[src/rtl/dft_pkg.sv]
// Shared types and constants for the BIST pattern scheduler: FSM states, LFSR taps,
// lane seed masks and the all-zero lock-up replacement value.
package dft_pkg;

  typedef enum logic [2:0] {
    StIdle,
    StLoad,
    StApply,
    StCapture,
    StCompare,
    StDone
  } state_e;

  // Feedback taps shared by the stimulus lanes and the MISR
  localparam int unsigned LfsrTapA = 15;
  localparam int unsigned LfsrTapB = 13;
  localparam int unsigned LfsrTapC = 12;
  localparam int unsigned LfsrTapD = 10;

  localparam logic [15:0] LaneMask1  = 16'h5555;
  localparam logic [15:0] LaneMask2  = 16'hAAAA;
  localparam logic [15:0] LockupFix  = 16'h0001;

  // An all-zero LFSR state never leaves zero, so it is replaced at load time
  function automatic logic [15:0] lane_seed(input logic [15:0] v);
    return (v == 16'h0000) ? LockupFix : v;
  endfunction

endpackage

[src/rtl/lfsr16_step.sv]
// One combinational step of the 16-bit Fibonacci LFSR used for each stimulus lane.
module lfsr16_step
  import dft_pkg::*;
(
  input  logic [15:0] x_i,
  output logic [15:0] x_o
);

  assign x_o = {x_i[14:0], x_i[LfsrTapA] ^ x_i[LfsrTapB] ^ x_i[LfsrTapC] ^ x_i[LfsrTapD]};

endmodule

[src/rtl/dft_bist_sched.sv]
// BIST scheduler: drives four LFSR stimulus lanes, captures responses into a signature and
// compares it against a golden value. Define DFT_MISR_EN for a shifting MISR signature.
module dft_bist_sched
  import dft_pkg::*;
#(
  parameter int unsigned SETTLE_CYCLES = 30,
  parameter int unsigned PAT_W         = 16
) (
  input  logic             clk,
  input  logic             rst,
  input  logic             start,
  input  logic [PAT_W-1:0] num_pat,
  input  logic [15:0]      seed,
  input  logic [15:0]      golden_sig,
  input  logic [15:0]      dut_y,
  output logic [15:0]      X0,
  output logic [15:0]      X1,
  output logic [15:0]      X2,
  output logic [15:0]      X3,
  output logic             busy,
  output logic             capture,
  output logic             done,
  output logic             pass,
  output logic [15:0]      sig,
  output logic [PAT_W-1:0] pat_idx
);

  localparam logic [7:0] SettleLast = 8'(SETTLE_CYCLES - 1);

  state_e                 state_q, state_d;
  logic [3:0][15:0]       lane_q, lane_d, lane_step;
  logic [15:0]            sig_q, sig_d, sig_upd;
  logic [PAT_W-1:0]       idx_q, idx_d, idx_inc;
  logic [PAT_W-1:0]       num_q, num_d;
  logic [7:0]             settle_q, settle_d;
  logic                   pass_q, pass_d;
  logic                   done_q;

  for (genvar i = 0; i < 4; i++) begin : g_lane
    lfsr16_step u_step (
      .x_i(lane_q[i]),
      .x_o(lane_step[i])
    );
  end

`ifdef DFT_MISR_EN
  assign sig_upd = {sig_q[14:0],
                    sig_q[LfsrTapA] ^ sig_q[LfsrTapB] ^ sig_q[LfsrTapC] ^ sig_q[LfsrTapD]}
                   ^ dut_y;
`else
  assign sig_upd = sig_q ^ dut_y;
`endif

  assign idx_inc = idx_q + 1'b1;

  always_comb begin
    state_d  = state_q;
    lane_d   = lane_q;
    sig_d    = sig_q;
    idx_d    = idx_q;
    num_d    = num_q;
    settle_d = settle_q;
    pass_d   = pass_q;
    unique case (state_q)
      StIdle: begin
        if (start) state_d = StLoad;
      end
      StLoad: begin
        lane_d[0] = lane_seed(seed);
        lane_d[1] = lane_seed(seed ^ LaneMask1);
        lane_d[2] = lane_seed(seed ^ LaneMask2);
        lane_d[3] = lane_seed(~seed);
        sig_d     = '0;
        idx_d     = '0;
        num_d     = num_pat;
        settle_d  = '0;
        pass_d    = 1'b0;
        state_d   = (num_pat == '0) ? StCompare : StApply;
      end
      StApply: begin
        if (settle_q == SettleLast) begin
          settle_d = '0;
          state_d  = StCapture;
        end else begin
          settle_d = settle_q + 8'd1;
        end
      end
      StCapture: begin
        sig_d   = sig_upd;
        idx_d   = idx_inc;
        lane_d  = lane_step;
        state_d = (idx_inc == num_q) ? StCompare : StApply;
      end
      StCompare: begin
        pass_d  = (sig_q == golden_sig);
        state_d = StDone;
      end
      StDone: begin
        state_d = StIdle;
      end
      default: state_d = StIdle;
    endcase
  end

  always_ff @(posedge clk) begin
    if (!rst) begin
      state_q  <= StIdle;
      lane_q   <= '0;
      sig_q    <= '0;
      idx_q    <= '0;
      num_q    <= '0;
      settle_q <= '0;
      pass_q   <= 1'b0;
      done_q   <= 1'b0;
    end else begin
      state_q  <= state_d;
      lane_q   <= lane_d;
      sig_q    <= sig_d;
      idx_q    <= idx_d;
      num_q    <= num_d;
      settle_q <= settle_d;
      pass_q   <= pass_d;
      // Registered so the pulse lands one cycle after the DONE state
      done_q   <= (state_q == StDone);
    end
  end

  assign X0      = lane_q[0];
  assign X1      = lane_q[1];
  assign X2      = lane_q[2];
  assign X3      = lane_q[3];
  assign busy    = (state_q != StIdle);
  assign capture = (state_q == StCapture);
  assign done    = done_q;
  assign pass    = pass_q;
  assign sig     = sig_q;
  assign pat_idx = idx_q;

endmodule

[config.mk]
export PLATFORM = sky130hd
export DESIGN_NAME = dft_bist_sched
export DESIGN_NICKNAME = d
export VERILOG_FILES = /design/src/rtl/dft_pkg.sv /design/src/rtl/lfsr16_step.sv /design/src/rtl/dft_bist_sched.sv
export SDC_FILE = /design/constraint.sdc
export NUM_CORES = 1
export LEC_CHECK = 0
export BUFFER_PORTS_ARGS = -buffer_cell sky130_fd_sc_hd__buf_2
export CORE_ASPECT_RATIO = 0.75
export CORE_MARGIN = 3
export CORE_UTILIZATION = 54
export CTS_BUF_LIST = sky130_fd_sc_hd__clkbuf_16
export DETAILED_ROUTE_END_ITERATION = 12
export PLACE_DENSITY = 0.9
export SYNTH_ARGS = -nofsm -noshare
export SYNTH_HDL_FRONTEND = slang
export SYNTH_HIERARCHICAL = 1
export SYNTH_SLANG_ARGS = --single-unit
[constraint.sdc]
create_clock -name clk -period 2.5 [get_ports clk]
set_input_delay 0.125 -clock clk [delete_from_list [all_inputs] [get_ports clk]]
set_output_delay 0.125 -clock clk [all_outputs]
set_load 0.05 [all_outputs]
======== Word level (Yosys, flattened, before mapping) ========
Index checks and enable logic that the tools add are counted.
storage, ports and cells
  bits in registers ....................... 125
  bits of input ports ..................... 67
  word-level logic and storage cells ...... 65
  output and inout port bits .............. 100
cells by class
  equality and inequality tests ........... 10
  bitwise logic cells ..................... 16
  muxes and demuxes ....................... 15
  reduce and logical (&&, ||, !) cells .... 11
  $add $sub $neg .......................... 2
operators with widths
  cell                                           number
  case mux 64 bit (2 select lines)               1
  logical NOT 16 bit                             5
  2-to-1 mux 16 bit                              4
  case mux 16 bit (2 select lines)               2
  == test 16 bit                                 2
  adder 16 x 1 -> 16 bit, second input constant  1
  inverter 16 bit                                1
  inverter 8 bit                                 2
  case mux 8 bit (2 select lines)                1
  XOR 16 bit                                     1
  case mux 3 bit (5 select lines)                1
  2-to-1 mux 3 bit                               4
  XOR 1 bit                                      12
  adder 8 x 1 -> 8 bit, second input constant    1
  == test 8 x 5 -> 1 bit, second input constant  1
  2-to-1 mux 8 bit                               1
  == test 3 x 2 -> 1 bit, second input constant  2
  == test 3 bit, second input constant           2
  nonzero test 2 bit                             3
  != test 2 bit, second input constant           2
  == test 3 x 1 -> 1 bit, second input constant  1
  logical NOT 3 bit                              1
  nonzero test 3 bit                             1
  case mux 1 bit (2 select lines)                1
  AND reduction 2 bit                            1

======== Logic depth before layout (Yosys ltp) ========
  depth after elaboration ................. 4
  mapped depth ............................ 8
  gate-level depth less buffers ........... 8

======== Modules after synthesis ========
Netlist, hierarchy kept.
by module, submodules not included
  module          cells each  times used  area an instance (um^2)
  dft_bist_sched  793         1           6,232.2
  lfsr16_step     18          4           138.9

======== Least setup slack after synthesis ========
Ideal clock, no wire load.
  path kind ............................... register to register
  start ................................... register idx_q[0], in the netlist pat_idx[0]
  end ..................................... register state_q[2]
  arrival ................................. 2.563 ns
  slack ................................... -0.133 ns
  stages on the path, launching flop included .. 9
  setup time .............................. 0.070 ns
  path buffers ............................ 1
  required time ........................... 2.430 ns
  clock period less this slack ............ 2.633 ns
  path through ............................ dfxtp_1 > ha_1 > buf_2 > nand3_4 > nor3_1 > o22ai_1 > or4_1 > or4_1 > a21oi_1
on the way
  longest elaborated chain between the ends .. 4
RTL lines
  element                          RTL line               RTL
  from (decl)                      dft_bist_sched.sv:33   logic [PAT_W-1:0] idx_q, idx_d, idx_inc;
  from (signal assigned)           dft_bist_sched.sv:119  idx_q <= idx_d;
  adder 16 x 1 -> 16 bit           dft_bist_sched.sv:54   assign idx_inc = idx_q + 1'b1;
  == test 16 bit                   dft_bist_sched.sv:92   state_d = (idx_inc == num_q) ? StCompare : StApply;
  2-to-1 mux 3 bit                 dft_bist_sched.sv:92
  case mux 3 bit (5 select lines)  dft_bist_sched.sv:64   unique case (state_q)
  to (signal assigned)             dft_bist_sched.sv:107  state_q <= StIdle;
  to (signal assigned)             dft_bist_sched.sv:116  state_q <= state_d;
  to (decl)                        dft_bist_sched.sv:30   state_e state_q, state_d;
No other way between the ends.
A chain may end at the register's enable or synchronous reset.

======== Final worst setup path ========
Ends and elaborated chain as after synthesis.

==> flow_metrics.tcl <==
set metrics [dict create \
    peakVddDrop_uv 481 \
    fp.dieArea_mm2 0.0140 \
    end_kind "register" \
    seqCellArea_mm2 0.00251 \
    fmax_mhz 431 \
    slew_headroom 0.465 \
    core-area_mm2 0.0119 \
    power_leakage_nw 3.41 \
    cp.arrival_ps 2650 \
    yosysTopAreaCellShare 0.369 \
    first_pass_iters 6 \
    wl_per_cell_um 16.8 \
    place_congestion 0.946 \
    grt_pass1_vias 5970 \
    maxCapViolations 0 \
    initial_utilization 0.570 \
    fin_ws_ps 179 \
    synthMuxAreaShare 0.0253 \
    timing.clock.skew_ps 10.2 \
    drtAntennaViolNets 0 \
    switchingPower_mw 2.41 \
    min_path_type "in -> reg" \
    p_clk_frac 0.353 \
    cts.sinks 125 \
    synth-compound-area-share 0.217 \
    finalCritPeriodShare 0.928 \
    diodes 0 \
    path_clk_slew_ps 60 \
    clock_latency_ps 410 \
    yosys.area_share.simple 0.209 \
    critPathRequiredTime_ps 2830 \
    design_area_mm2 0.00803 \
    seqPwrFrac 0.367 \
    syn_inst 865 \
    hold_ws_ps 15.2 \
    crit_type "reg -> reg" \
    place_hpwl_mm 13.5 \
    critPathMaxStageDelay_ps 500 \
    synth.area.top_cells "dfxtp_1, o21ai_0, buf_4, a21oi_1, xnor2_1" \
    fp.dieH_um 103 \
    switching_share 0.361 \
    drc 0 \
    grt_overflow 0 \
    nFillCells 1003 \
    rsz0062_at_grt "no" \
    numCtsBuffers 17 \
    min_period_ps 2320 \
    synth_top_flop_cell "dfxtp_1" \
    htreeDepth 4 \
    synth_top_family_by_area "compound AO/OA/AOI/OAI gates" \
    drive_gt1_frac 0.235 \
    grt_max_degree 63 \
    synth_xor_area_frac 0.0645 \
    syn_nets 935 \
    drt_wl_total_mm 19.1 \
    layout.nets 1035 \
    powerDensity_mw_per_mm2 830 \
    synth_top_area_cell "dfxtp_1" \
    final.setup.tns_ps 0 \
    intPower_mw 4.26 \
    synthAdderAreaFrac 0.00553 \
    ys_warn_count 6 \
    comb_power_share 0.280 \
    worstRegToRegCells 7 \
    postPlaceCellArea_mm2 0.00731 \
    cts_setup_buffers 0 \
    grt.total_usage 0.270 \
    portBuffers 166 \
    outcome "completed" \
    worst_pin_slew_ps 802 \
    hold_viol 0 \
    multiInputGateArea_mm2 0.00355 \
    setup_viol 0 \
    antenna_found_initial 0 \
    row_count 34 \
    synth_edf_count 0 \
    startpoint_type "register" \
    die_w_um 135 \
    grt_pass1_wl_mm 30.2 \
    vias_per_cell 5.73 \
    num_vias 6514 \
    maxSlewViolCount 0 \
    whs_path_depth 3 \
    synth.distinct_cells 54 \
    synthArstFlopShare 0 \
    clockBufferDepth 2 \
    synth.avg_cell_area_um2 7.85 \
    netlist_area_mm2 0.00679 \
    ys_seq_area_frac 0.369 \
    drt_iter0_drc 727 \
    pre_cts_ws_ps 133 \
    area_growth_pct 18.2 \
    synth_seq_cells 125 \
    io_pins 167 \
    cts_tree "yes" \
    path_max_fanout 8 \
    root_buffer "clkbuf_16" \
    crit_path_cell_trace "ha_2 > and3_2 > nand4_2 > xnor2_1 > nand4_1 > or4_1 > a21oi_1" \
    slowest_stage "or4_1" \
]
==> power groups by stage <==
stage,Sequential [mW],Combinational (mW),Clock (mW)
2_1_floorplan,2.99,0.963,0
3_3_place_gp,2.46,1.80,0
3_5_place_dp,2.47,1.83,0
4_1_cts,2.44,1.86,2.37
5_1_grt,2.47,2.00,2.46
6_report,2.45,1.87,2.35
==> sequential cells by signal, indices dropped and copies added (netlist names) <==
register / flops
state_q: 3
X1: 16
settle_q: 8
X0: 16
done: 1
num_q: 16
sig: 16
pass: 1
pat_idx: 16
X2: 16
X3: 16
==> critical path: cells and delay by family (launching register included) <==
family / cells / cell delay (ps)
flops: 1 / 400
compound gates: 1 / 160
xor+xnor: 1 / 250
simple gates: 4 / 1110
fa+ha+maj: 1 / 310
==> path summary, 6_finish.rpt <==
path / endpoint / slack, ps / start
max reg2reg: state_q[2] / 180 / pat_idx[0]
min: num_q[6] / 20 / num_pat[6]
max: state_q[2] / 180 / pat_idx[0]
min reg2reg: num_q[12] / 480 / num_q[12]
==> cells in the mapped netlist, types with 4 or more instances <==
library cell,instances
nand4_1,18
nor2_1,78
nor3_1,14
nand2_1,80
a21boi_0,23
o211ai_1,4
dfxtp_1,125
o21ai_0,102
and2_1,7
inv_1,10
buf_2,6
buf_4,63
or3_1,6
a31oi_1,6
a22oi_1,22
xnor2_1,35
nand2b_1,6
nor4_1,12
a21oi_1,68
and4_1,4
nor2b_1,27
o22ai_1,4
clkbuf_1,48
nand3_1,12
mux2i_1,16
xor2_1,15
a21o_1,15
==> cell type report <==
class                           count  share of cell area
Multi-Input combinational cell    609               0.443
Timing Repair Buffer              202               0.145
Tap cell                          162              0.0253
Clock buffer                       17              0.0530
Sequential cell                   125               0.313
Inverter                           10             0.00468
Clock inverter                     12              0.0164
==> layout by cell type (no fill, tap or decap), drive strengths merged, types with 16 or more instances in the layout <==
cell and instances:
a21boi 23, buf 187, xnor2 35, nor2b 27, nand2 81, nor2 78
dfxtp 125, o21ai 103, a21oi 68, nand4 20, a22oi 22, clkbuf 17
mux2i 16
==> routing by layer <==
layer	GRT usage	vias up	share of wire	routed length [um]
met3	0.0673	28	0.081	1540
met4	0.0713	0	0.014	259
met5	0	-	0	0
li1	-	3147	-	-
met1	0.387	3040	0.47	9010
met2	0.407	299	0.43	8280
==> stage by stage <==
stage / power [mW] / instances / util
2_1_floorplan: 3.96 / 865 / -
3_3_place_gp: 4.26 / 1093 / 0.614
3_5_place_dp: 4.30 / 1093 / 0.614
4_1_cts: 6.67 / 1137 / 0.673
5_1_grt: 6.94 / 1137 / 0.674
6_report: 6.67 / 1137 / 0.674
==> repair_timing <==
action | CTS | global route
setup endpoints to repair | 0 | 2
hold buffers | 15 | 0
resized for setup | 0 | 4
hold endpoints to repair | 15 | 0
==> cell families (layout without fill, tap and decap cells) <==
logic type | Yosys count | in the layout
mux | 17 | 17
compound gates | 254 | 254
fa+ha+maj | 3 | 3
flops | 125 | 125
buf+inv | 131 | 241
xor+xnor | 50 | 50
simple gates | 285 | 285
Note: power is estimated with default switching activity, not from simulation.
